[config.mk]
export PLATFORM = sky130hd
export DESIGN_NAME = food_target_gen
export DESIGN_NICKNAME = d
export VERILOG_FILES = /design/src/rtl/food_target_gen_pkg.sv /design/src/rtl/food_target_gen_lfsr_gen.sv /design/src/rtl/food_target_gen.sv
export SDC_FILE = /design/constraint.sdc
export NUM_CORES = 1
export LEC_CHECK = 0
export CAP_MARGIN = 20
export CORE_MARGIN = 2
export CORE_UTILIZATION = 42
export DETAILED_ROUTE_END_ITERATION = 10
export DONT_BUFFER_PORTS = 1
export PLACE_DENSITY = 0.68
export SKIP_CTS_REPAIR_TIMING = 1
export SYNTH_ARGS = -nofsm -noshare
export SYNTH_HDL_FRONTEND = slang
export SYNTH_SLANG_ARGS = --single-unit
export TNS_END_PERCENT = 30
[constraint.sdc]
create_clock -name CLK -period 5.6 [get_ports CLK]
set_clock_uncertainty 0.1 [all_clocks]
set_input_delay 1.12 -clock CLK [delete_from_list [all_inputs] [get_ports CLK]]
set_output_delay 1.12 -clock CLK [all_outputs]
set_load 0.01 [all_outputs]
[src/rtl/food_target_gen_pkg.sv]
// food_target_gen_pkg: shared game-state encodings, grid defaults and FSM type
package food_target_gen_pkg;
    localparam logic [1:0] MS_IDLE = 2'd0;
    localparam logic [1:0] MS_PLAY = 2'd1;
    localparam logic [1:0] MS_WIN  = 2'd2;
    localparam int GRID_H_DEF = 160;
    localparam int GRID_V_DEF = 120;
    typedef enum logic {HOLD, GEN} fsm_t;
endpackage

[src/rtl/food_target_gen_lfsr_gen.sv]
// lfsr_gen: free-running Fibonacci LFSR, left shift, feedback is XOR of tapped bits
module lfsr_gen #(
    parameter int WIDTH = 8,
    parameter logic [WIDTH-1:0] TAPS = '1,
    parameter logic [WIDTH-1:0] SEED = '1
) (
    input  logic             CLK,
    input  logic             RESET,
    output logic [WIDTH-1:0] Q
);
    logic [WIDTH-1:0] q_q, q_d;
    always_comb q_d = {q_q[WIDTH-2:0], ^(q_q & TAPS)};
    always_ff @(posedge CLK) q_q <= RESET ? SEED : q_d;
    assign Q = q_q;
endmodule

[src/rtl/food_target_gen.sv]
// food_target_gen: picks a new in-range food cell on each reach, LFSR rejection sampling with bounded fallback
module food_target_gen
    import food_target_gen_pkg::*;
#(
    parameter int GRID_H = GRID_H_DEF,
    parameter int GRID_V = GRID_V_DEF,
    parameter int H_W = 8,
    parameter int V_W = 7,
    parameter int MAX_TRIES = 8,
    parameter int RESET_H = 80,
    parameter int RESET_V = 60,
    parameter logic [H_W-1:0] SEED_H = 8'hA5,
    parameter logic [V_W-1:0] SEED_V = 7'h4B,
    parameter logic [H_W-1:0] H_TAPS = 8'hB8,
    parameter logic [V_W-1:0] V_TAPS = 7'h60
) (
    input  logic           CLK,
    input  logic           RESET,
    input  logic [1:0]     MASTER_STATE,
    input  logic           TARGET_REACHED,
    output logic [H_W-1:0] ADDRH,
    output logic [V_W-1:0] ADDRV,
    output logic           TARGET_VALID
);
    localparam int TW = MAX_TRIES > 1 ? $clog2(MAX_TRIES) : 1;
    localparam logic [TW-1:0] LAST = TW'(MAX_TRIES - 1);
    localparam logic [H_W-1:0] GH = H_W'(GRID_H);
    localparam logic [H_W-1:0] GH_M1 = H_W'(GRID_H - 1);
    localparam logic [V_W-1:0] GV = V_W'(GRID_V);
    logic [H_W-1:0] lfsr_h, addrh_q, addrh_d, fh_raw, fh;
    logic [V_W-1:0] lfsr_v, addrv_q, addrv_d, fv;
    logic [TW-1:0] tries_q, tries_d;
    logic valid_q, valid_d, start, gen, accept, done;
    fsm_t state_q, state_d;

    lfsr_gen #(.WIDTH(H_W), .TAPS(H_TAPS), .SEED(SEED_H)) u_lfsr_h (.CLK(CLK), .RESET(RESET), .Q(lfsr_h));
    lfsr_gen #(.WIDTH(V_W), .TAPS(V_TAPS), .SEED(SEED_V)) u_lfsr_v (.CLK(CLK), .RESET(RESET), .Q(lfsr_v));

    always_comb begin
        fh_raw  = lfsr_h >= GH ? lfsr_h - GH : lfsr_h;
        fv      = lfsr_v >= GV ? lfsr_v - GV : lfsr_v;
        fh      = (fh_raw == addrh_q && fv == addrv_q) ? (fh_raw == GH_M1 ? '0 : fh_raw + 1'b1) : fh_raw;
        accept  = lfsr_h < GH && lfsr_v < GV && !(lfsr_h == addrh_q && lfsr_v == addrv_q);
        done    = accept || tries_q == LAST;
        start   = state_q == HOLD && TARGET_REACHED && MASTER_STATE == MS_PLAY;
        gen     = state_q == GEN;
        state_d = start ? GEN : (gen && done) ? HOLD : state_q;
        valid_d = start ? 1'b0 : (gen && done) ? 1'b1 : valid_q;
        tries_d = (gen && !done) ? tries_q + 1'b1 : '0;
        addrh_d = (gen && done) ? (accept ? lfsr_h : fh) : addrh_q;
        addrv_d = (gen && done) ? (accept ? lfsr_v : fv) : addrv_q;
    end

    always_ff @(posedge CLK) begin
        if (RESET) begin
            state_q <= HOLD;
            tries_q <= '0;
            addrh_q <= H_W'(RESET_H);
            addrv_q <= V_W'(RESET_V);
            valid_q <= 1'b1;
        end else begin
            state_q <= state_d;
            tries_q <= tries_d;
            addrh_q <= addrh_d;
            addrv_q <= addrv_d;
            valid_q <= valid_d;
        end
    end

    assign ADDRH = addrh_q;
    assign ADDRV = addrv_q;
    assign TARGET_VALID = valid_q;
endmodule

==> key figures <==
Outcome
  – Status: complete, no violations

Pwr
  – Net switching power: between 0.15 and 0.2 mW
  – Clock network power share: 0.328
  – LEAKAGE: 0.874 nW
  – Gate power share: 0.152
  – Worst ir drop on vdd: 0.123 mV
  – Sw Ratio: 0.298
  – Share of power burned in registers: 0.520
  – Pwr dens: between 200 and 250 nW/um^2
  – Internal power: about 0.4 mW

GRT
  – GRT overflow: 0
  – Vias in the first global route: about 1,700
  – Antenna violations before repair: 0
  – GRT busiest layer: met2
  – Grt met1 use: 0.228
  – Met3 Usage GRT: 0.0509
  – Largest net degree at the start of global routing: 38
  – First-pass GRT wire length: slightly below 8000 um
  – M2 GR Usage: 0.250
  – Total Routing Usage GR: 0.167

Die
  – I/O pins: 21
  – Die Footprint: 5840 sq um
  – Die Ht: roughly 76 um
  – Initial Utilization: 0.434
  – Core box area: roughly 5000 sq um
  – Die width: ~76 um
  – Row cnt: 26

Clocking
  – Htree depth: 2
  – Root buf cell: clkbuf_8
  – Clock slew seen by the registers of the worst setup and hold paths: 70 ps
  – CTS tree: done
  – Worst skew pair latency: ~300 ps
  – CTS Sinks: 35
  – Clock buffer depth: 2
  – Total CTS buffers: 5

Timing
  – Final Setup Violations: 0
  – Slew margin rel.: 0.528
  – Post-route minimum period: roughly 3300 ps
  – Slew at the pin closest to its max-slew limit: 703 ps
  – Fin crit share: 0.590
  – Max Freq: roughly 300 MHz
  – Slew Viols, Final: 0
  – Final TNS setup: 0 ps
  – RSZ-0062 raised after global routing: no
  – Final hold vios: 0

Final layout
  – Layout cell share with drive strength beyond 1: 0.115
  – Area delta synth->final: 2.95%
  – Final instance area: between 2000 and 2500 sq um
  – Utilization after layout: 0.447
  – Nets: ~250
  – ANT cells: 0
  – Final Non-Filler Cells: ~300

Critical path
  – Maximum net fanout on the critical path: 14
  – Crit-path cells: ha_1 > and2_1 > a311oi_1 > a2111o_2 > a211oi_4 > nand3b_4 > or3b_1 > a311oi_1
  – Slowest-stage cell, CP: dfxtp_1
  – CP required: ~5700 ps
  – Worst path most repeated cell: a311oi_1
  – Delay of the slowest cell on the worst path: between 500 and 600 ps
  – WP data arrival: 3410 ps
  – Startpoint Class: register
  – Worst Setup End Kind: register
  – CP Class: reg2reg

Synthesis
  – YS warnings: 0
  – Register area share after synthesis: 0.318
  – Synth top area cells: dfxtp_1 32%, xor2_1 6.4%, ha_1 4.5%, nor2_1 2.9%, nor2b_1 2.8%
  – Mapped Nets: between 200 and 300
  – Top-count cell post-synth: dfxtp_1
  – Async S/R FF share, synth: 0
  – Cells after Synth: 240
  – Post-synth EDFFs: 0
  – Largest family of logic cells by synthesized area: simple AND/OR/NAND/NOR gates
  – Distinct cells, synth: 62
  – Share of Yosys cell area claimed by the top area cell type: 0.318
  – Mapped Area: 2200 sq um
  – #FFs+latches synth: 35
  – Simple-Gate Fraction of Synth Area: 0.270
  – Top post-synthesis cells by count: 35 x dfxtp_1, 17 x nor2_1, 16 x xor2_1
  – Synth Area in Adders: 0.0454
  – Synth Area in XOR/XNOR: 0.0914
  – Synth Area in Compound Gates: 0.194
  – Syn avg cell area: a little over 9 sq um
  – Top FF cell, synth: dfxtp_1
  – Yosys top cell by area: dfxtp_1
  – Mux cell area share after synthesis: 0.0136

Routing
  – Initial drt markers: 177
  – Final WL: about 4500 um
  – Routed Antenna Nets: 0
  – WL/cell: between 10 and 15 um
  – DRT Pass-1 Iters: 4
  – Vias: roughly 1,700
  – Vias per std cell: 5.62
  – DRC Markers: 0

Placed design
  – Port Buf Inserts: 0
  – Area after DPL: 2180 sq um
  – Gpl congestion: between 0.8 and 0.9
  – HPWL Detailed: between 3000 and 4000 um
  – Cells after DPL: 296

Worst hold path
  – Hold Path Class: reg2reg

Flow run
  – Max_cap viols: 0
[power by group through the flow]
stage	sequential (mW)	clock, mW	combinational (mW)
floorplan	0.283	0	0.0848
global placement	0.295	0	0.0829
detailed placement	0.295	0	0.0843
CTS	0.289	0.187	0.0850
global route	0.292	0.201	0.0956
finish	0.289	0.182	0.0845
[cell usage in the layout, fill, tap and decap left out, types with 5 or more instances in the layout]
cell,n
nor2b_1,10
nand2b_1,5
or2_2,6
a21oi_1,7
dfxtp_1,35
and3_1,6
nand2_1,11
xor2_1,16
clkbuf_8,5
ha_1,8
nor2_1,17
xnor2_1,7
inv_1,9
nand3b_1,5
a311oi_1,6
[path summary, 6_finish.rpt]
check                           slack, ps          start    endpoint  cells after the start
worst max-delay path                 2300  u_lfsr_v.Q[3]    ADDRH[3]                      8
worst max register to register       2300  u_lfsr_v.Q[3]    ADDRH[3]                      8
worst min-delay path                  340     tries_q[0]  tries_q[0]                      1
worst min register to register        340     tries_q[0]  tries_q[0]                      1
[kinds of logic after synthesis]
family / Yosys count
compound gates: 53
xor+xnor: 23
fa+ha+maj: 8
buf+inv: 24
flops: 35
mux: 3
simple gates: 94
[state kept, by name (all words and copies together), names as in the netlist]
signal        flops
u_lfsr_h.Q        8
gen               1
TARGET_VALID      1
ADDRH             8
tries_q           3
u_lfsr_v.Q        7
ADDRV             7
[worst max-delay path: cells and delay by family, from the launching register on]
kind                     cells  cell delay (ps)
adder cells (fa/ha/maj)      1              340
flip-flops                   1              590
AO/OA/AOI/OAI                4             1290
AND/OR/NAND/NOR              3              890
[metal layers]
metal,wire [um],part of all wire
met5,0,0
met4,55,0.012
met3,288,0.064
met2,1940,0.43
met1,2210,0.49
[per-stage QoR]
stage	power, mW	setup WS (ps)	hold slack, ps
after global placement	0.378	2430	319
after global routing	0.589	2070	361
final	0.556	2300	336
after floorplan	0.368	2780	298
after CTS	0.561	2340	341
after detailed placement	0.379	2350	327
[cell type report]
class / count / area [sq um]
clock buffers: 6 / 72.6
clock inverters: 2 / 12.5
fillers: 525 / 2810
inverters: 9 / 33.8
multi-input cells: 181 / 1360
flip-flops and latches: 35 / 701
well taps: 70 / 87.6
repair buffers: 1 / 7.51
Note: power is estimated with default switching activity, not from simulation.
